$ cat src/rtl/multi_digit_counter_pkg.sv
// Shared helpers for the cascaded digit counter and the display modules that consume its digits.
package counter_pkg;

  // Bit width of one digit of the given radix; a radix of 1 or 2 still needs one bit.
  function automatic int digit_width(input int radix);
    return (radix > 2) ? $clog2(radix) : 1;
  endfunction

  localparam int BCD_RADIX = 10;
  localparam int HEX_RADIX = 16;
  localparam int SEG_WIDTH = 7;

endpackage

$ cat src/rtl/multi_digit_counter_digit.sv
// One radix-RADIX up/down digit: load clamp, wrap-around stepping and its terminal flag.
module updown_digit
  import counter_pkg::*;
#(
  parameter  int RADIX = 10,
  localparam int DW    = digit_width(RADIX)
) (
  input  logic          clock,
  input  logic          reset,
  input  logic          clear,
  input  logic          load,
  input  logic [DW-1:0] d,
  input  logic          en,
  input  logic          up,
  output logic [DW-1:0] q,
  output logic          tc
);

  localparam logic [DW-1:0] MAX_VAL = DW'(RADIX - 1);

  assign tc = up ? (q == MAX_VAL) : (q == '0);

  // NOTE: state registers use non-blocking assignments so every digit samples the pre-edge values of its neighbours.
  always_ff @(posedge clock or posedge reset) begin
    if (reset) begin
      q <= '0;
    end else if (clear) begin
      q <= '0;
    end else if (load) begin
      q <= (d > MAX_VAL) ? MAX_VAL : d;
    end else if (en) begin
      if (up) q <= (q == MAX_VAL) ? '0 : q + DW'(1);
      else    q <= (q == '0) ? MAX_VAL : q - DW'(1);
    end
  end

endmodule

$ cat src/rtl/multi_digit_counter.sv
// Cascaded DIGITS-digit radix-RADIX up/down counter; all digits step on the same clock edge.
module multi_digit_counter
  import counter_pkg::*;
#(
  parameter  int RADIX  = 10,
  parameter  int DIGITS = 3,
  localparam int DW     = digit_width(RADIX)
) (
  input  logic                 clock,
  input  logic                 reset,
  input  logic                 clear,
  input  logic                 load,
  input  logic [DIGITS*DW-1:0] d,
  input  logic                 count,
  input  logic                 up,
  output logic [DIGITS*DW-1:0] q,
  output logic                 co,
  output logic                 bo,
  output logic [DIGITS-1:0]    tc
);

  logic [DIGITS-1:0] en;
  logic              wrap_en;

  // A digit steps only when every lower digit is at its terminal value in the current direction.
  for (genvar i = 0; i < DIGITS; i++) begin : g_digit
    if (i == 0) begin : g_first
      assign en[i] = count;
    end else begin : g_rest
      assign en[i] = count & (&tc[i-1:0]);
    end

    updown_digit #(.RADIX(RADIX)) u_digit (
      .clock (clock),
      .reset (reset),
      .clear (clear),
      .load  (load),
      .d     (d[i*DW +: DW]),
      .en    (en[i]),
      .up    (up),
      .q     (q[i*DW +: DW]),
      .tc    (tc[i])
    );
  end

  assign wrap_en = count & (&tc);
  assign co      = wrap_en & up;
  assign bo      = wrap_en & ~up;

endmodule

$ cat config.mk
export PLATFORM = sky130hd
export DESIGN_NAME = multi_digit_counter
export DESIGN_NICKNAME = d
export VERILOG_FILES = /design/src/rtl/multi_digit_counter_pkg.sv /design/src/rtl/multi_digit_counter_digit.sv /design/src/rtl/multi_digit_counter.sv
export SDC_FILE = /design/constraint.sdc
export NUM_CORES = 1
export LEC_CHECK = 0
export ABC_AREA = 1
export BUFFER_PORTS_ARGS = -buffer_cell sky130_fd_sc_hd__buf_2
export CAP_MARGIN = 5
export CORE_UTILIZATION = 46
export DETAILED_ROUTE_END_ITERATION = 12
export PLACE_DENSITY = 0.77
export SYNTH_ARGS = -nofsm -noshare
export SYNTH_HDL_FRONTEND = slang
export SYNTH_HIERARCHICAL = 1
export SYNTH_SLANG_ARGS = --single-unit
$ cat constraint.sdc
create_clock -name clock -period 1.49 [get_ports clock]
set_clock_uncertainty 0.15 [all_clocks]
set_input_delay 0.298 -clock clock [delete_from_list [all_inputs] [get_ports clock]]
set_output_delay 0.298 -clock clock [all_outputs]
set_load 0.01 [all_outputs]
# Yosys cells after proc, flatten, opt, wreduce, memory -nomap -nowiden

Index checks and enable logic that the tools add are counted.

Register bits: 12
Input bits: 18
Output and inout bits: 17

$add $sub $neg: 6
Magnitude comparators: 3
Equal/unequal tests: 3
Multiplexer cells: 24
Bitwise operators: 6
Reduce and logical (&&, ||, !) cells: 8

Operators with widths:

| kind                                                                | number |
|---|---|
| 4-bit 2-to-1 mux                                                    | 21 |
| 4-bit by 1-bit adder with 4-bit output (second input constant)      | 3 |
| 4-bit == test (second input constant)                               | 3 |
| 4-bit greater-than comparator (second input constant)               | 3 |
| 4-bit zero test                                                     | 3 |
| 4-bit by 1-bit subtractor with 4-bit output (second input constant) | 3 |
| 3-bit nonzero test                                                  | 3 |
| 1-bit bitwise AND                                                   | 5 |
| 1-bit 2-to-1 mux                                                    | 3 |
| 3-bit AND reduction                                                 | 1 |
| 2-bit AND reduction                                                 | 1 |
| 1-bit inverter                                                      | 1 |

# Logic depth before layout (Yosys ltp)

Gate-level depths: netlist of run 1.

Depth in word-level cells: 7
Mapped depth: 12

# Hierarchy

Netlist of run 1, hierarchy kept.

By module, submodules not included:

| module              | instances | cells each | area each (um^2) | seq. area each (um^2) |
|---|---|---|---|---|
| updown_digit        | 3         | 71         | 387.9            | 100.1 |
| multi_digit_counter | 1         | 8          | 32.5             | 0.0 |

# Worst setup path before layout of run 1

Ideal clock, no wire load.

Path kind: register -> register
Start: register g_digit[0].u_digit.q[2]
End: register g_digit[2].u_digit.q[0]
Arrival time: 1656 ps
Setup slack: -393 ps
Cell stages (with the launch flop): 13
Clock period less this slack: 1883 ps
Path through: dfrtp_1 -> buf_2 -> nor2_1 -> a21oi_1 -> a21oi_1 -> nand2_1 -> nor2_1 -> nor2_1 -> nand2_1 -> inv_2 -> nor2_4 -> o211ai_1 -> o21ai_1

Cells in the longest elaborated chain, start to end: 5
Elaborated cells between the ends (all ways): 6
Those cells by class: eq/ne (1); mux (1); bitwise (1); reduce/logical (3)

RTL lines:

| element                                          | line                            | source |
|---|---|---|
| start: declaration                               | multi_digit_counter_digit.sv:15 | `output logic [DW-1:0] q,` |
| start signal: assignment                         | multi_digit_counter_digit.sv:30 | `q <= (d > MAX_VAL) ? MAX_VAL : d;` |
| start signal: assignment                         | multi_digit_counter_digit.sv:32 | `if (up) q <= (q == MAX_VAL) ? '0 : q + DW'(1);` |
| start signal: assignment                         | multi_digit_counter_digit.sv:33 | `else q <= (q == '0) ? MAX_VAL : q - DW'(1);` |
| 4-bit == test or 4-bit zero test (tied branches) | multi_digit_counter_digit.sv:21 | `assign tc = up ? (q == MAX_VAL) : (q == '0);` |
| 1-bit 2-to-1 mux (*)                             | multi_digit_counter_digit.sv:21 |  |
| via tc[0]                                        | multi_digit_counter.sv:19       | `output logic [DIGITS-1:0] tc` |
| 2-bit AND reduction (*)                          | multi_digit_counter.sv:30       | `assign en[i] = count & (&tc[i-1:0]);` |
| 1-bit bitwise AND (*)                            | multi_digit_counter.sv:30       |  |
| via en[2]                                        | multi_digit_counter.sv:22       | `logic [DIGITS-1:0] en;` |
| 3-bit nonzero test (no line) (*)                 | n/a                             |  |
| end signal: assignment                           | multi_digit_counter_digit.sv:30 |  |
| end signal: assignment                           | multi_digit_counter_digit.sv:32 |  |
| end signal: assignment                           | multi_digit_counter_digit.sv:33 |  |
| end: declaration                                 | multi_digit_counter_digit.sv:15 |  |

The timed path passes the listed nets; every way through them passes the cells marked *.
A chain may end at the register's enable or synchronous reset.

# Worst setup path after layout of run 1

Start: register g_digit[0].u_digit.q[1]
End: register g_digit[2].u_digit.q[0]

Cells in the longest elaborated chain, start to end: 5
Elaborated cells between the ends (all ways): 6
Those cells by class: eq/ne (1); mux (1); bitwise (1); reduce/logical (3)

RTL lines:

| element                                          | line |
|---|---|
| 4-bit == test or 4-bit zero test (tied branches) | multi_digit_counter_digit.sv:21 |
| 1-bit 2-to-1 mux (*)                             | multi_digit_counter_digit.sv:21 |
| 2-bit AND reduction (*)                          | multi_digit_counter.sv:30 |
| 1-bit bitwise AND (*)                            | multi_digit_counter.sv:30 |
| via en[2]                                        | multi_digit_counter.sv:22 |
| 3-bit nonzero test (no line) (*)                 | n/a |

Marks and branches as above.

==> impl_results.md, run 1 <==
- Outcome: finished, violations left
- Violations in the final reports: setup timing
- Leading register cell type out of synthesis: dfrtp_1
- CP Capture Point: g_digit[2].u_digit/q[0]
- Category of the worst setup path launch point: flip-flop
- Placed cell area: ~1700 sq um
- IO Pins: 35
- Initial standard-cell utilization of the core: 0.4828
- Crit path max-delay cell type: dfrtp_2
- Clk sink count: 12
- Clock-pin slew of the registers on the worst-case setup and hold paths: 0.09 ns
- Post-Synthesis Cells: 221
- Number of enable flip-flop cells after synthesis: 0
- Setup slack of the worst register-to-register path: -0.60 ns
- CP endpoint kind: flip-flop
- Count of cell types in the netlist: 17
- TritonCTS Buffers: 3
- Final setup violation count: 16
- Top cell family by delay on the critical path: simple AND/OR/NAND/NOR gates
- WS Path Type: reg2reg
- Clock tree from TritonCTS: yes
- Transition at the pin with the smallest max-transition slack: 0.2494 ns
- Synthesized net count: between 200 and 250
- Maximum clock insertion buffer count: 2
- Number of cells on the worst reg-to-reg path: 13
- Start point of the critical path: g_digit[0].u_digit/q[1]
- Final hold violation count: 0
- Input/output buffers: 34
- Sequential element share of the synthesized area: 0.2510
- Global-route wire length before repair: 6251 microns
- Worst slack at placement: -0.2287 ns
- Placed wire-length estimate: 2545 microns
- DRC: 0
- Final global-route overflow total: 0
- Area inside the core boundary: 2477 sq um
- Sum of routed wire length over all layers: around 4900 microns
- Cell breakdown of the critical path: nor2_2 > nand2_2 > a21oi_2 > buf_4 > buf_6 > nand2_4 > nor2_4 > nor2_2 > nand2_2 > inv_4 > nor2_4 > o211ai_1 > o21ai_1
- Detailed Route Iter0 Violations: a little over 80
- Crit path largest cell delay: approximately 0.47 ns
- H-tree Lvls: 1
- Critical path data required time: about 1.6 ns
- Final setup slack of the worst path: -0.5950 ns
- Power per cell area: 736.5 nW/um^2
- Antenna cell count: 0
- Synth Area per Inst: 5.412 sq um
- Upper clock frequency limit: roughly 480 MHz
- Die Y: between 50 and 60 microns
- Worst skew pair latency: 0.28 ns
- Peak supply drop: 0.6747 mV
- Vias in the first global route: 1559
- Routed wire length per instance: 14.23 microns
- Tmin final: roughly 2.1 ns
- Root buffer cell: clkbuf_4
- Netlist Area Pre-Place: 1196 sq um
- Total number of cells along the worst setup path: 13
- Die Outline Area: 2808 sq um
- R2R Path Start: g_digit[0].u_digit/q[1]
- FP Rows: 18
- Relative slew margins: 0.8320
- Count of pins over their slew limit: 0
- Arrival time of the worst setup path: roughly 2.1 ns
- Final ANT Viol Nets: 0
- Class of the tightest hold or removal check: in2reg
- Die Width: 53.00 microns
- Area growth from synthesis to final layout: 72.59%
- Layout cells sized above 1: 0.4684
- Number of antenna violations at the first check in global routing: 0
- Setup repair after global routing missed its margin: yes
- Worst path bufs/invs: 3
- Number of detailed-routing iterations run before antenna repair: 6
- Total routing resource utilization after global routing: 0.3062
- Largest net degree at the start of global routing: 13
- Finished layout cell area: 2064 sq um
- Static leakage: 1.209 nW
- Critical R2R Capture: g_digit[2].u_digit/q[0]
- Drt via density: 5.332
- Warning count from the yosys run: 6
- Total via count after detailed routing: 1845
- Global placer's final weighted congestion: around 0.83
- Register name with the most flops: g_digit.u_digit/q
- Total Nets Final: 335
- Largest registers in the final layout: g_digit.u_digit/q x12
- Count of state elements after synthesis: 12
- Largest fanout on the critical path: 5
- Proportion of register bits with asynchronous set or reset after synthesis: 1.000
- Number of flip-flops in the largest register: 12
- Share of the cycle needed by the critical path after routing: 1.399
- Max_cap viols: 0
-- report_power, final --
| group | total, mW | internal, mW | switching, mW |
|---|---|---|---|
| sequential | 0.412 | 0.361 | 0.0517 |
| combinational | 0.831 | 0.399 | 0.432 |
| clock | 0.278 | 0.149 | 0.129 |
-- cell usage in the layout (no fill, tap or decap), types with 7 or more instances in the layout --
cell type and n:
buf_2 29, buf_4 49, buf_6 15, dfrtp_1 7
inv_1 21, inv_2 7, nand2_1 92, nand2_2 10
nand3_1 16, nor2_1 15
-- cell type report --
type	instances	area, sq um
Multi-Input combinational cell	173	862.1
Fill cell	154	412.9
Inverter	33	130.1
Sequential cell	12	306.5
Timing Repair Buffer	94	691.9
Clock buffer	4	36.28
Tap cell	30	37.54
-- synth_stat cells, types with 4 or more instances --
cell type / n / area (sq um)
nand2_1: 103 / 386.6
inv_1: 21 / 78.83
nor2_1: 21 / 78.83
nand3_1: 18 / 90.09
dfrtp_1: 12 / 300.3
inv_2: 9 / 33.78
a21oi_1: 6 / 30.03
nand4_1: 4 / 25.02
-- how the worst min path moves through the flow --
stage | cells past startpoint | slack [ns] | from | to
global route | 5 | 0.23 | d[2] | g_digit[0].u_digit/q[2]
detailed placement | 2 | 0.06 | reset | g_digit[2].u_digit/q[2]
global placement | 2 | 0.06 | reset | g_digit[1].u_digit/q[3]
CTS | 5 | 0.18 | d[2] | g_digit[0].u_digit/q[2]
finish | 5 | 0.22 | d[6] | g_digit[1].u_digit/q[2]
floorplan | 1 | -0.09 | reset | g_digit[0].u_digit/q[0]
-- tightest hold or removal path: cells and delay by family --
kind | cells | cell delay (ns)
AND/OR/NAND/NOR | 4 | 0.24
buffers and inverters | 1 | 0.09
-- per-layer routing --
layer  global-route usage  wire, microns  part of all wire  vias to the layer above
met5                    0              0                 0                        -
met4               0.1447            202             0.041                        0
met3              0.04310            322             0.065                       26
met2               0.5422           2515              0.51                      102
met1               0.3580           1882              0.38                      843
li1                     -              -                 -                      874
-- stage by stage --
step           hold WS [ns]  TNS, ns  utilization  cells  power (mW)
3_3_place_gp        0.05773   -1.259       0.6798    317       1.004
5_1_grt              0.2337   -8.147       0.8333    346       1.607
2_1_floorplan      -0.08599   -1.934            -    221      0.7384
6_report             0.2185   -6.646       0.8333    346       1.520
3_5_place_dp        0.05879   -1.662       0.6798    317       1.008
4_1_cts              0.1791   -4.435       0.7626    333       1.351
-- kinds of logic after synthesis --
kind of cell,share of synthesized area
AO/OA/AOI/OAI,0.09100
buffers and inverters,0.1161
AND/OR/NAND/NOR,0.5418
flip-flops,0.2510
-- what timing repair did --
| action | 4_1_cts | 5_1_grt |
|---|---|---|
| hold buffers | 1 | 0 |
| hold endpoints to repair | 12 | 0 |
| pin swaps | 13 | 25 |
| setup buffers | 13 | 17 |
| setup endpoints to repair | 13 | 22 |
| gates resized for setup | 22 | 23 |
Note: power is estimated with default switching activity, not from simulation.
==> run 2, diff against run 1 <==
==> constraint.sdc (replaced) <==
create_clock -name clock -period 1.8 [get_ports clock]
set_clock_uncertainty 0.15 [all_clocks]
set_input_delay 0.36 -clock clock [delete_from_list [all_inputs] [get_ports clock]]
set_output_delay 0.36 -clock clock [all_outputs]
set_load 0.01 [all_outputs]
==> impl_results.md, run 2 (synthesized netlist as in run 1, its figures left out) <==
- Static leakage: 1.194 nW (was 1.209 nW)
- Combined flip-flop and latch cell area: 306.5 sq um (unchanged)
- Clock-pin slew of the registers on the worst-case setup and hold paths: 0.08 ns (was 0.09 ns)
- Proportion of total power due to net switching: 0.4046 (was 0.4027)
- Crit path largest cell delay: 0.47 ns (about the same)
- Leading cell types in the layout, fill and taps excluded: nand2_1, buf_4, buf_2 (unchanged)
- Die Width: 53.00 microns (unchanged)
- Number of cells on the worst reg-to-reg path: 14 (was 13)
- Die Outline Area: 2808 sq um (unchanged)
- Total Nets Final: 338 (was 335)
- Total design power: 1.184 mW (was 1.520 mW)
- Maximum clock insertion buffer count: 2 (unchanged)
- Relative slew margins: 0.7939 (was 0.8320)
- Area growth from synthesis to final layout: 68.62% (was 72.59%)
- Internal Power: 0.7049 mW (was 0.9082 mW)
- Proportion of power drawn by the clock network: 0.140 (was 0.183)
- Layout cells sized above 1: 0.4528 (was 0.4684)
- Critical R2R Capture: g_digit[1].u_digit/q[3] (was g_digit[2].u_digit/q[0])
- Number of flip-flops in the largest register: 12 (unchanged)
- Largest net degree at the start of global routing: 12 (was 13)
- Die Y: 53.00 microns (unchanged)
- Register name with the most flops: g_digit.u_digit/q (unchanged)
- Total Negative Setup Slacks: -1.538 ns (was -6.646 ns)
- Vias in the first global route: 1555 (was 1559)
- Setup repair after global routing missed its margin: yes (unchanged)
- Final setup slack of the worst path: -0.2636 ns (was -0.5950 ns)
- Antenna cell count: 0 (unchanged)
- Total via count after detailed routing: 1822 (was 1845)
- Hold path depth: 5 (unchanged)
- Tmin final: approximately 2.1 ns
- Class of the tightest hold or removal check: in2reg (unchanged)
- Final global-route overflow total: 0 (unchanged)
- Critical hold path startpoint: d[2] (was d[6])
- Input/output buffers: 34 (unchanged)
- Detailed Route Iter0 Violations: 68 (was 83)
- Proportion of power drawn by combinational gates: 0.571 (was 0.546)
- Critical path data required time: 1.29 ns (was 1.55 ns)
- Worst skew pair latency: 0.27 ns (was 0.28 ns)
- Clock tree from TritonCTS: yes (unchanged)
- Cell breakdown of the critical path: nor2_2 > nand2_2 > a21oi_2 > nand4_1 > nor2_1 > buf_2 (was nor2_2 > nand2_2 > a21oi_2 > buf_4 > buf_6 > nand2_4 > nor2_4 > nor2_2 > nand2_2 > inv_4 > nor2_4 > o211ai_1 > o21ai_1)
- TritonCTS Buffers: 3 (unchanged)
- Global placer's final weighted congestion: 0.8193 (was 0.8278)
- Peak supply drop: 0.5590 mV (was 0.6747 mV)
- Area of the multi-input gates: 844.6 sq um (was 862.1 sq um)
- Number of antenna violations at the first check in global routing: 0 (unchanged)
- Arrival time of the worst setup path: 1.55 ns (was 2.14 ns)
- Largest registers in the final layout: g_digit.u_digit/q x12 (unchanged)
- Category of the worst setup path launch point: flip-flop (unchanged)
- Power per cell area: 587.0 nW/um^2 (was 736.5 nW/um^2)
- H-tree Lvls: 1 (unchanged)
- Total routing resource utilization after global routing: 0.3163 (was 0.3062)
- Max_cap viols: 0 (unchanged)
- Routed wire length per instance: 13.49 microns (was 14.23 microns)
- Share of the cycle needed by the critical path after routing: 1.146
- Drt via density: 5.236 (was 5.332)
- Start point of the critical path: g_digit[1].u_digit/q[2] (was g_digit[0].u_digit/q[1])
- End point of the most critical hold path: g_digit[0].u_digit/q[2] (was g_digit[1].u_digit/q[2])
- Clk sink count: 12 (unchanged)
- Area inside the core boundary: 2477 sq um (unchanged)
- Final setup violation count: 12 (was 16)
- Worst slack at placement: 0.001766 ns (was -0.2287 ns)
- Switching Power: 0.4790 mW (was 0.6122 mW)
- Leading cell type in the layout, fill and taps excluded: nand2_1 (unchanged)
- FP Rows: 18 (unchanged)
- Crit path max-delay cell type: dfrtp_2 (unchanged)
- Sum of routed wire length over all layers: 4696 microns (was 4922 microns)
- Number of detailed-routing iterations run before antenna repair: 6 (unchanged)
- Setup slack of the worst register-to-register path: -0.19 ns (was -0.60 ns)
- Reg power frac: 0.289 (was 0.271)
- R2R Path Start: g_digit[1].u_digit/q[2] (was g_digit[0].u_digit/q[1])
- Initial standard-cell utilization of the core: 0.4828 (unchanged)
- Placed wire-length estimate: 2640 microns (was 2545 microns)
- Count of pins over their slew limit: 0 (unchanged)
- Violations in the final reports: setup timing (unchanged)
- DRC: 0 (unchanged)
- Layout fillers: 175 (was 154)
- Final hold violation count: 0 (unchanged)
- Root buffer cell: clkbuf_4 (unchanged)
- WS Path Type: reg2out (was reg2reg)
- Transition at the pin with the smallest max-transition slack: 0.3092 ns (was 0.2494 ns)
- Final ANT Viol Nets: 0 (unchanged)
- Largest fanout on the critical path: 4 (was 5)
- Global-route wire length before repair: 6472 microns (was 6251 microns)
- IO Pins: 35 (unchanged)
- CP endpoint kind: primary output (was flip-flop)
- Outcome: finished, violations left (unchanged)
- Upper clock frequency limit: 484.6 MHz
run 2: cell count changes in the layout (fill, tap and decap cells not counted), sizes merged:
cell,delta
clkbuf,-1
clkinv,-1
inv,+1
buf,+3
run 2: how the worst max path moves through the flow:
stage / depth (start not counted) / slack [ns] / end
final: 6 / -0.26 / bo
after global routing: 6 / -0.37 / bo
after CTS: 6 / -0.20 / bo
after detailed placement: 6 / 0.002 / bo
after global placement: 6 / 0.04 / bo
after floorplan: 6 / 0.003 / bo
run 2: per-stage QoR:
stage            util  instance area, sq um  hold WS, ns  instances
6_report       0.8141                  2017       0.2507        348
5_1_grt        0.8141                  2017       0.2705        348
4_1_cts        0.7545                  1869       0.2460        339
3_5_place_dp   0.6338                  1570       0.1263        304
2_1_floorplan       -                  1212     -0.02392        221
3_3_place_gp   0.6338                  1570       0.1250        304
run 2: worst max-delay path: cells and delay by family, from the launching register on:
| kind | cells | cell delay, ns |
|---|---|---|
| simple gates | 4 | 0.49 |
| buf+inv | 1 | 0.14 |
| flops | 1 | 0.47 |
| compound gates | 1 | 0.18 |
run 2: power groups by stage:
stage                     Sequential (mW)  Clock [mW]  Combinational [mW]
after floorplan                     0.355           0               0.246
after global placement              0.339           0               0.447
after detailed placement            0.339           0               0.453
after CTS                           0.335       0.166               0.582
after global routing                0.345       0.188               0.733
final                               0.342       0.166               0.675
run 2: area by class of cell:
cell class	instances	share of cell area
sequential	12	0.1520
tap	30	0.01861
clock buffer	3	0.01117
inverter	33	0.06266
multi-input combinational	173	0.4187
timing repair buffer	97	0.3368
run 2: repair_timing:
item / CTS / global route
cloned: 0 / 0
hold endpoints to repair: 12 / 0
pin swaps: 12 / 24
hold buffers: 1 / 0
resized for setup: 12 / 24
setup endpoints to repair: 4 / 13
setup buffers: 32 / 12
run 2: per-layer routing:
layer  global-route usage  part of all wire  vias up
met1               0.3609              0.40      822
met3              0.06034             0.066       17
li1                     -                 -      887
met5                    0                 0        -
met2               0.5844              0.50       96
met4              0.09649             0.036        0
==> run 3, diff against run 2 <==
--- a/config.mk
+++ b/config.mk
@@ -11,6 +11,7 @@
 export CORE_UTILIZATION = 46
 export DETAILED_ROUTE_END_ITERATION = 12
 export PLACE_DENSITY = 0.77
+export RECOVER_POWER = 50
 export SYNTH_ARGS = -nofsm -noshare
 export SYNTH_HDL_FRONTEND = slang
 export SYNTH_HIERARCHICAL = 1
==> impl_results.md, run 3 (synthesized netlist as in run 1, its figures left out) <==
- Die Y: 53.00 microns (unchanged)
- Routed wire length per instance: 13.54 microns (was 13.49 microns)
- Transition at the pin with the smallest max-transition slack: 0.7419 ns (was 0.3092 ns)
- Final global-route overflow total: 0 (unchanged)
- Clock tree from TritonCTS: yes (unchanged)
- Top cell family by delay on the critical path: simple AND/OR/NAND/NOR gates (unchanged)
- Input/output buffers: 34 (unchanged)
- Layout cells sized above 1: 0.4465 (was 0.4528)
- Register name with the most flops: g_digit.u_digit/q (unchanged)
- FP Rows: 18 (unchanged)
- Number of flip-flops in the largest register: 12 (unchanged)
- Leading cell types in the layout, fill and taps excluded: nand2_1, buf_4, buf_2 (unchanged)
- Layout fillers: 177 (was 175)
- Top layer used by detailed routing: met4 (unchanged)
- Count of pins over their slew limit: 0 (unchanged)
- DRC: 0 (unchanged)
- Largest net degree at the start of global routing: 12 (unchanged)
- Clock-pin slew of the registers on the worst-case setup and hold paths: 0.08 ns (about the same)
- TritonCTS Buffers: 3 (unchanged)
- Arrival time of the worst setup path: 1.56 ns (was 1.55 ns)
- Worst path bufs/invs: 1 (unchanged)
- Category of the worst setup path launch point: flip-flop (unchanged)
- Root buffer cell: clkbuf_4 (unchanged)
- Sum of routed wire length over all layers: 4711 microns (was 4696 microns)
- Antenna cell count: 0 (unchanged)
- Global-route wire length before repair: 6472 microns (unchanged)
- Total Nets Final: 338 (unchanged)
- Crit path largest cell delay: 0.48 ns (was 0.47 ns)
- Die Outline Area: 2808 sq um (unchanged)
- Violations in the final reports: setup timing (unchanged)
- Final setup slack of the worst path: -0.2746 ns (was -0.2636 ns)
- Power per cell area: 587.2 nW/um^2 (was 587.0 nW/um^2)
- Tmin final: 2.075 ns (was 2.064 ns)
- Max_cap viols: 0 (unchanged)
- Outcome: finished, violations left (unchanged)
- Area of the multi-input gates: 844.6 sq um (unchanged)
- Combined flip-flop and latch cell area: 306.5 sq um (unchanged)
- Largest fanout on the critical path: 4 (unchanged)
- Length of routed wiring on met1: 1860 microns (was 1885 microns)
- Critical path data required time: 1.29 ns (about the same)
- Placed cell area: 1570 sq um (unchanged)
- Worst skew pair latency: 0.27 ns (about the same)
- Setup repair after global routing missed its margin: yes (unchanged)
- Leading cell type in the layout, fill and taps excluded: nand2_1 (unchanged)
- Class of the tightest hold or removal check: in2reg (unchanged)
- CP endpoint kind: primary output (unchanged)
- Static leakage: 1.188 nW (was 1.194 nW)
- Peak supply drop: 0.5574 mV (was 0.5590 mV)
- Relative slew margins: 0.5054 (was 0.7939)
- Detailed Route Iter0 Violations: 80 (was 68)
- Initial standard-cell utilization of the core: 0.4828 (unchanged)
- Total Negative Setup Slacks: -1.843 ns (was -1.538 ns)
- Global placer's final weighted congestion: 0.8193 (unchanged)
- Total design power: 1.183 mW (was 1.184 mW)
- Number of antenna violations at the first check in global routing: 0 (unchanged)
- Routed met2 length: 2365 microns (was 2330 microns)
- Largest registers in the final layout: g_digit.u_digit/q x12 (unchanged)
- Upper clock frequency limit: 482.0 MHz (was 484.6 MHz)
- Maximum clock insertion buffer count: 2 (unchanged)
- Total routing resource utilization after global routing: 0.3163 (unchanged)
- Vias in the first global route: 1555 (unchanged)
- WS Path Type: reg2out (unchanged)
- Area growth from synthesis to final layout: 68.41% (was 68.62%)
- Die Width: 53.00 microns (unchanged)
- Amount of wire on met3 after detailed routing: 326 microns (was 311 microns)
- Total via count after detailed routing: 1824 (was 1822)
- Placed wire-length estimate: 2640 microns (unchanged)
- IO Pins: 35 (unchanged)
- Drt via density: 5.241 (was 5.236)
- Final ANT Viol Nets: 0 (unchanged)
- H-tree Lvls: 1 (unchanged)
- Share of the cycle needed by the critical path after routing: 1.153 (was 1.146)
- Cell breakdown of the critical path: nor2_2 > nand2_2 > a21oi_2 > nand4_1 > nor2_1 > buf_2 (unchanged)
- Number of detailed-routing iterations run before antenna repair: 5 (was 6)
- Finished layout cell area: 2014 sq um (was 2017 sq um)
- Area inside the core boundary: 2477 sq um (unchanged)
- Final setup violation count: 13 (was 12)
- Final hold violation count: 0 (unchanged)
- Clk sink count: 12 (unchanged)
- Crit path max-delay cell type: dfrtp_2 (unchanged)
==> run 3: changes by cell type in the layout (fill, tap and decap cells not counted) <==
cell | before | now
clkbuf_1 | 0 | 2
buf_2 | 31 | 29
==> run 3: timing repair <==
action	in CTS	in global routing
endpoints found under the setup margin	4	13
setup buffers	32	12
endpoints found under the hold margin	12	0
hold buffers	1	0
gates resized for setup	12	24
pin swaps	12	24
==> run 3: final cells by class <==
cell class	count	area share
multi-input cells	173	0.4193
repair buffers	97	0.3360
flip-flops and latches	12	0.1522
inverters	33	0.06273
well taps	30	0.01863
clock buffers	3	0.01118
==> run 3: metal layers <==
layer,vias up,global-route usage
met3,16,0.06034
met5,-,0
met2,99,0.5844
met1,820,0.3609
met4,0,0.09649
li1,889,-
==> run 3: worst register-to-register path, stage by stage, from the launching register on <==
cell and delay [ns]:
dfrtp_2 0.48, nor2_2 0.13, nand2_2 0.09, a21oi_2 0.19, buf_4 0.15, inv_1 0.06, nor2_4 0.07, nor2_1 0.05
nand2_1 0.15, inv_2 0.09, nor2_4 0.14, o211ai_1 0.11, o21ai_1 0.09
==> run 3: final timing paths <==
| check | from | cells past startpoint | to | slack [ns] |
|---|---|---|---|---|
| max in group asynchronous | reset | 3 | g_digit[0].u_digit/q[2] | 0.93 |
| min reg2reg | g_digit[1].u_digit/q[3] | 2 | g_digit[1].u_digit/q[3] | 0.42 |
| min | d[2] | 5 | g_digit[0].u_digit/q[2] | 0.25 |
| max | g_digit[1].u_digit/q[2] | 6 | bo | -0.27 |
| max reg2reg | g_digit[1].u_digit/q[2] | 12 | g_digit[2].u_digit/q[0] | -0.21 |
| min in group asynchronous | reset | 3 | g_digit[1].u_digit/q[2] | 0.40 |
==> run 3: stage by stage <==
step	setup WS [ns]	cells	util	hold slack (ns)
2_1_floorplan	0.002599	221	-	-0.02392
3_3_place_gp	0.04444	304	0.6338	0.1250
3_5_place_dp	0.001766	304	0.6338	0.1263
4_1_cts	-0.1976	339	0.7545	0.2460
5_1_grt	-0.3672	348	0.8131	0.2705
6_report	-0.2746	348	0.8131	0.2503
==> run 3: where the power goes <==
part	switching, mW	internal, mW
sequential	0.0441	0.298
clock	0.0882	0.0773
combinational	0.346	0.328
